**config.mk**
```make
export PLATFORM = sky130hd
export DESIGN_NAME = grid_scan_controller
export DESIGN_NICKNAME = d
export VERILOG_FILES = /design/src/rtl/grid_scan_controller.sv
export SDC_FILE = /design/constraint.sdc
export NUM_CORES = 1
export LEC_CHECK = 0
export ABC_AREA = 1
export BUFFER_PORTS_ARGS = -buffer_cell sky130_fd_sc_hd__buf_2
export CORE_MARGIN = 10
export CORE_UTILIZATION = 59
export CTS_CLUSTER_SIZE = 16
export DETAILED_ROUTE_END_ITERATION = 12
export GPL_ROUTABILITY_DRIVEN = 0
export PLACE_DENSITY = 0.84
export SYNTH_ARGS = -nofsm -noshare
export SYNTH_HDL_FRONTEND = slang
export SYNTH_SLANG_ARGS = --single-unit
export TNS_END_PERCENT = 20
```
**constraint.sdc**
```tcl
create_clock -name clock -period 2.6 [get_ports clock]
set_input_delay 0.13 -clock clock [delete_from_list [all_inputs] [get_ports clock]]
set_output_delay 0.13 -clock clock [all_outputs]
set_load 0.01 [all_outputs]
```
**src/rtl/grid_scan_controller.sv**
```systemverilog
// Row-major board scanner: reads each cell through a 2-cycle RAM and hands non-empty cells to the tile drawer.
// Per cell: 4 cycles if skipped, 5 + wait cycles if drawn; waits on draw_done up to a bounded count.
module grid_scan_controller #(
  parameter int COLS         = 10,
  parameter int ROWS         = 10,
  parameter int SKIP_EMPTY   = 1,
  parameter int CONTINUOUS   = 0,
  parameter int DONE_TIMEOUT = 1023
) (
  input  logic       clock,
  input  logic       reset,
  input  logic       go,
  output logic [7:0] ram_addr,
  input  logic [7:0] ram_q,
  output logic [7:0] address,
  output logic [7:0] position,
  output logic       draw_start,
  input  logic       draw_done,
  output logic       busy,
  output logic       frame_done,
  output logic [7:0] frame_count,
  output logic       timeout
);

  localparam int WW = $clog2(DONE_TIMEOUT + 1);
  localparam logic [3:0]    LAST_COL = 4'(COLS - 1);
  localparam logic [3:0]    LAST_ROW = 4'(ROWS - 1);
  localparam logic [WW-1:0] WAIT_MAX = WW'(DONE_TIMEOUT);

  localparam logic [2:0] S_IDLE  = 3'd0;
  localparam logic [2:0] S_ADDR  = 3'd1;
  localparam logic [2:0] S_READ  = 3'd2;
  localparam logic [2:0] S_LATCH = 3'd3;
  localparam logic [2:0] S_START = 3'd4;
  localparam logic [2:0] S_WAIT  = 3'd5;
  localparam logic [2:0] S_NEXT  = 3'd6;
  localparam logic [2:0] S_FDONE = 3'd7;

  logic [2:0]    state;
  logic [3:0]    row;
  logic [3:0]    col;
  logic [WW-1:0] wait_cnt;
  logic [3:0]    next_row;
  logic [3:0]    next_col;
  logic          last_col;
  logic          last_cell;

  always_comb begin
    last_col  = (col == LAST_COL);
    next_col  = last_col ? 4'd0 : col + 4'd1;
    next_row  = last_col ? row + 4'd1 : row;
    last_cell = last_col && (row == LAST_ROW);
  end

  assign busy = (state != S_IDLE);

  // ram_addr is loaded on entry to ADDR so the RAM's 2-cycle latency lands exactly on LATCH.
  always_ff @(posedge clock or posedge reset) begin
    if (reset) begin
      state       <= S_IDLE;
      row         <= '0;
      col         <= '0;
      ram_addr    <= '0;
      address     <= '0;
      position    <= '0;
      frame_count <= '0;
      draw_start  <= 1'b0;
      frame_done  <= 1'b0;
      timeout     <= 1'b0;
      wait_cnt    <= '0;
    end else begin
      draw_start <= 1'b0;
      frame_done <= 1'b0;
      case (state)
        S_IDLE: begin
          if (go || (CONTINUOUS != 0)) begin
            row      <= '0;
            col      <= '0;
            ram_addr <= '0;
            state    <= S_ADDR;
          end
        end
        S_ADDR:  state <= S_READ;
        S_READ:  state <= S_LATCH;
        S_LATCH: begin
          address  <= {row, col};
          position <= ram_q;
          if ((SKIP_EMPTY != 0) && (ram_q == 8'h00)) begin
            state <= S_NEXT;
          end else begin
            draw_start <= 1'b1;
            state      <= S_START;
          end
        end
        S_START: begin
          wait_cnt <= '0;
          state    <= S_WAIT;
        end
        S_WAIT: begin
          // First WAIT cycle ignores draw_done: it may still be the previous tile's done.
          if ((wait_cnt != '0) && draw_done) begin
            state <= S_NEXT;
          end else if (wait_cnt == WAIT_MAX) begin
            timeout <= 1'b1;
            state   <= S_NEXT;
          end else begin
            wait_cnt <= wait_cnt + 1'b1;
          end
        end
        S_NEXT: begin
          if (last_cell) begin
            row         <= '0;
            col         <= '0;
            ram_addr    <= '0;
            frame_count <= frame_count + 8'd1;
            frame_done  <= 1'b1;
            state       <= S_FDONE;
          end else begin
            row      <= next_row;
            col      <= next_col;
            ram_addr <= {next_row, next_col};
            state    <= S_ADDR;
          end
        end
        S_FDONE: begin
          if (CONTINUOUS != 0) state <= S_ADDR;
          else                 state <= S_IDLE;
        end
        default: state <= S_IDLE;
      endcase
    end
  end

endmodule

```
* Word level (Yosys, flattened, before mapping)
Index checks and enable logic that the tools add are counted.
** Word-level totals
- Output and inout port bits :: 36
- Bits in registers :: 56
- Word-level logic and storage cells :: 66
- Input bits :: 12
** Operators by class
- Mux-type cells :: 23
- Bitwise operators :: 1
- Reduce and logical (&&, ||, !) cells :: 13
- Equality and inequality tests :: 14
- Add/subtract/negate cells :: 4
** Operator list (count)
- $pmux W3 S8 :: 1
- $mux W10 :: 2
- $mux W4 :: 5
- $pmux W10 S2 :: 1
- $mux W8 :: 2
- $pmux W4 S2 :: 2
- $pmux W8 S2 :: 1
- $eq A3 B3 Y1 const B :: 4
- $mux W3 :: 4
- $add A10 B1 Y10 const B :: 1
- $eq A10 B10 Y1 const B :: 1
- $reduce_bool A10 Y1 :: 1
- $add A4 B1 Y4 const B :: 2
- $add A8 B1 Y8 const B :: 1
- $eq A4 B4 Y1 const B :: 2
- $logic_not A8 Y1 :: 1
- $eq A3 B2 Y1 const B :: 2
- $ne A2 B2 Y1 const B :: 3
- $reduce_and A2 Y1 :: 3
- $reduce_and A3 Y1 :: 2
- $mux W1 :: 4
- $reduce_bool A2 Y1 :: 2
- $eq A3 B1 Y1 const B :: 1
- $logic_not A3 Y1 :: 1
- 5 further kinds :: 6

* Longest topological paths before layout
- Depth in word-level cells :: 4
- Mapped depth :: 10
- Depth with buffers taken out :: 10

* Worst setup path before layout
No wires, ideal clock.
- Kind :: register to register
- Start :: register, netlist name ram_addr[1]
- End :: register frame_count[7]
- Clock period less this slack :: 1.525 ns
- Data required time :: 2.483 ns
- Stages on the path, launching flop included :: 10
- Buffers on the path :: 0
- Path slack :: 1.075 ns
- Library setup time :: 0.117 ns
- Arrival :: 1.408 ns
- Cell sequence :: dfrtp_1 -> inv_1 -> ha_1 -> nand3_2 -> nor2_1 -> nand2_4 -> nor2_2 -> nand3_1 -> nand2_1 -> nand2_1
** RTL lines
- end signal, assigned :: RTL line 115 : frame_count <= frame_count + 8'd1;
- end, declared :: RTL line 21 : output logic [7:0] frame_count,

* Final worst setup path
- Start :: register wait_cnt[0]
- End :: register wait_cnt[8]
** On the way
- Longest elaborated chain between the ends :: 4
- Elaborated cells on any way between the ends :: 10
- Classes of those cells :: 1 x add/sub; 3 x eq/ne; 3 x mux; 3 x reduce/logical
** Ends and longest elaborated chain
- start, declared :: RTL line 42 : logic [WW-1:0] wait_cnt;
- start signal, assigned :: RTL line 107 : wait_cnt <= wait_cnt + 1'b1;
- $add A10 B1 Y10 / $reduce_bool A10 Y1 (equally long branches) :: RTL line 107, 101
- $mux W10 / $logic_and A1 B1 Y1 (equally long branches) :: RTL line 103, 101
- $mux W10 / $ne A2 B2 Y1 (equally long branches)
- $pmux W10 S2 / $reduce_and A3 Y1 (equally long branches)
Several ways; a longest one is shown, not always the timed one. The select of a mux whose other input is x is not followed.
A chain may end at the register's enable or synchronous reset.

==> metrics.md <==
| Metric | Value |
|---|---|
| Crit Reg-Reg Startpoint | `wait_cnt[0]` |
| Setup crit end | `wait_cnt[8]` |
| Comb power frac | `0.373` |
| CTS Hold Buffers Added | `0` |
| Mapped Area | `around 0.0025 mm^2` |
| # rows | `23` |
| FFs w/ async S/R, synth | `1.00` |
| Initial antenna violation count | `0` |
| Worst-Margin Slew | `~970 ps` |
| Drt wl/cell | `around 13 um` |
| Post_cts resized | `0` |
| Distinct cell type count after synthesis | `31` |
| Avg Cell Area, Syn | `8.53 um^2` |
| CP endpoint kind | `flop` |
| Postcts setup bufs | `0` |
| Syn_nets | `312` |
| Status | `completed` |
| Worst path arrival time | `about 1900 ps` |
| CP Max Fanout | `19` |
| Slew headroom | `0.354` |
| Worst R2R Path Depth | `10` |
| CORE AREA | `0.00406 mm^2` |
| Via count | `between 2,000 and 2,500` |
| WL final | `between 5000 and 6000 um` |
| Drt first-iter violations | `89` |
| Initial Util | `0.616` |
| Synth warn | `0` |
| Commonest cells in the netlist | `70 x nand2_1, 48 x dfrtp_1, 37 x inv_1, 28 x o21ai_0, 19 x nor2_1` |
| Sequential area share after synthesis | `0.481` |
| Largest net degree at the start of global routing | `49` |
| Cell count after synthesis | `~300` |
| Global-route wire length before repair | `about 9000 um` |
| Clock Path Buffers | `2` |
| Number of global-route vias before repair | `2,055` |
| Multi-input combinational cell area | `~0.0011 mm^2` |
| GRT overflow | `0` |
| PortBufs | `47` |
| Die Area | `between 0.007 and 0.008 mm^2` |
| GRT Overall Usage | `0.150` |
| Setup crit start | `wait_cnt[0]` |
| DR DRC count | `0` |
| Final Power | `roughly 0.0025 W` |
| RSZ-0062 raised after global routing | `false` |
| Fin. max-slew vios | `0` |
| Net Sw Frac | `0.399` |
| Setup TNS | `0 ps` |
| Antenna cells | `0` |
| Clock network power share | `0.187` |
| Post-route ant nets | `0` |
| H-tree levels | `2` |
| Min Tclk post-route | `1650 ps` |
| Register-to-register setup slack | `950 ps` |
| Fill cell count | `~320` |
| Leak | `around 1.5 nW` |
| DRT Pass-1 Iters | `4` |
| Vias per cell | `5.31` |
| Synth top area share | `0.481` |
| FF-to-FF End | `wait_cnt[8]` |
| Sequential share of power | `0.439` |
| Clk_lat worst skew | `roughly 300 ps` |
| Post-synth EDFFs | `0` |
| Chip height | `approximately 85 um` |
| Peak supply drop | `around 0.00044 V` |
| Register area | `0.00120 mm^2` |
| Fraction of layout cells with a size suffix above 1 | `0.244` |
| Startpoint types | `flop` |
| Fin crit share | `0.636` |
| Sw Pwr | `between 0.0009 and 0.001 W` |
| Endpoints failing setup | `0` |
| I/O Pins | `48` |
| Clock Sinks | `48` |
| CP required | `between 2000 and 3000 ps` |
| Die Wd | `85.1 um` |
| Worst min-delay path class | `input port to async pin` |
| Synth Flop Type | `dfrtp_1` |
| Post-layout nets | `between 300 and 400` |
| P_int | `about 0.0015 W` |
| Power per standard cell area | `861 mW/mm^2` |
| Max cap viols | `0` |
| Count leader, synth | `nand2_1` |
| Synth-to-Final Area Change | `14.4%` |
| Inserted Clock Buffers | `5` |
| Fin Clk Skew | `~6.0 ps` |
| Register bit total from synthesis | `48` |
| Crit Path Class | `flop to flop` |
| Hold Vio Cnt, Final | `0` |
| Area contributors post-synth | `dfrtp_1 48%, nand2_1 11%, o21ai_0 5.6%` |
| HPWL after detailed placement | `approximately 4000 um` |
| CTS clk-pin slew, worst paths | `90 ps` |
| Root Driver | `clkbuf_8` |
| CTS tree | `yes` |
| Area leader, netlist | `dfrtp_1` |
| Fmax | `between 0.6 and 0.7 GHz` |
[layout make-up]
cell class | count | area share
inverters | 41 | 0.0539
repair buffers | 48 | 0.0849
well taps | 50 | 0.0219
multi-input cells | 199 | 0.386
flip-flops and latches | 48 | 0.420
clock buffers | 7 | 0.0302
clock inverters | 1 | 0.00263
[through the flow]
stage               instances  utilization  setup WS (ps)  hold slack, ps  area, um^2
floorplan                 293            -           1070             280        2500
global placement          386        0.681           1030             384        2760
detailed placement        386        0.681            973             395        2760
CTS                       394        0.704            943            74.9        2860
global route              394        0.704            736            68.2        2860
finish                    394        0.704            946            45.6        2860
[power by group through the flow]
stage               logic (W)  registers [W]  clock network [W]
global route          0.00104        0.00111           0.000507
global placement     0.000905        0.00109                  0
detailed placement   0.000935        0.00109                  0
floorplan            0.000573        0.00116                  0
CTS                  0.000941        0.00108           0.000476
finish               0.000919        0.00108           0.000461
[worst max-delay path, cell delays in order (launching register included)]
cell and delay, ps:
dfrtp_1 430, ha_1 220, nand2_1 100, nor2_4 130
nand3_2 120, nand2_2 80, nand2_2 60, nand2_4 210
inv_1 90, nand2_1 60, nand2_1 40
[sequential cells by signal (all words and copies together), names as in the netlist]
register and count:
wait_cnt 10, address 8, frame_count 8, position 8, ram_addr 8, state 3, draw_start 1, frame_done 1
timeout 1
[worst min-delay path by stage]
stage                  endpoint  slack [ps]  depth (start not counted)
floorplan           position[5]         280                          1
global placement    position[4]         380                          2
detailed placement  position[5]         390                          2
CTS                 position[5]          70                          2
global route        position[5]          70                          2
finish               address[6]          50                          2
[cells by family after synthesis]
group / after synthesis / synth area share
and+or+nand+nor: 132 / 0.252
AOI/OAI and AO/OA: 49 / 0.114
DFF: 48 / 0.481
buffers and inverters: 46 / 0.0776
xor gates and xnor gates: 9 / 0.0315
adders and majority gates: 7 / 0.0351
muxes: 2 / 0.00901
[per-layer routing]
metal	wire length, um	GRT usage	vias up
met5	0	0	-
met4	65	0.0539	0
met3	286	0.0468	6
met2	2790	0.267	41
met1	2100	0.162	1007
li1	-	-	1039
[cell usage in the layout (no fill, tap or decap), types with 6 or more instances in the layout]
cell | synthesis | final
o21ai_0 | 28 | 28
nand2_1 | 70 | 70
o21ai_2 | 8 | 8
clkbuf_8 | 0 | 6
ha_1 | 7 | 7
dfrtp_1 | 48 | 48
inv_1 | 37 | 36
buf_2 | 1 | 47
nand4_1 | 6 | 6
nor2_1 | 19 | 19
nand3_1 | 18 | 18
a21oi_1 | 6 | 6
(Power assumes the default switching activity.)
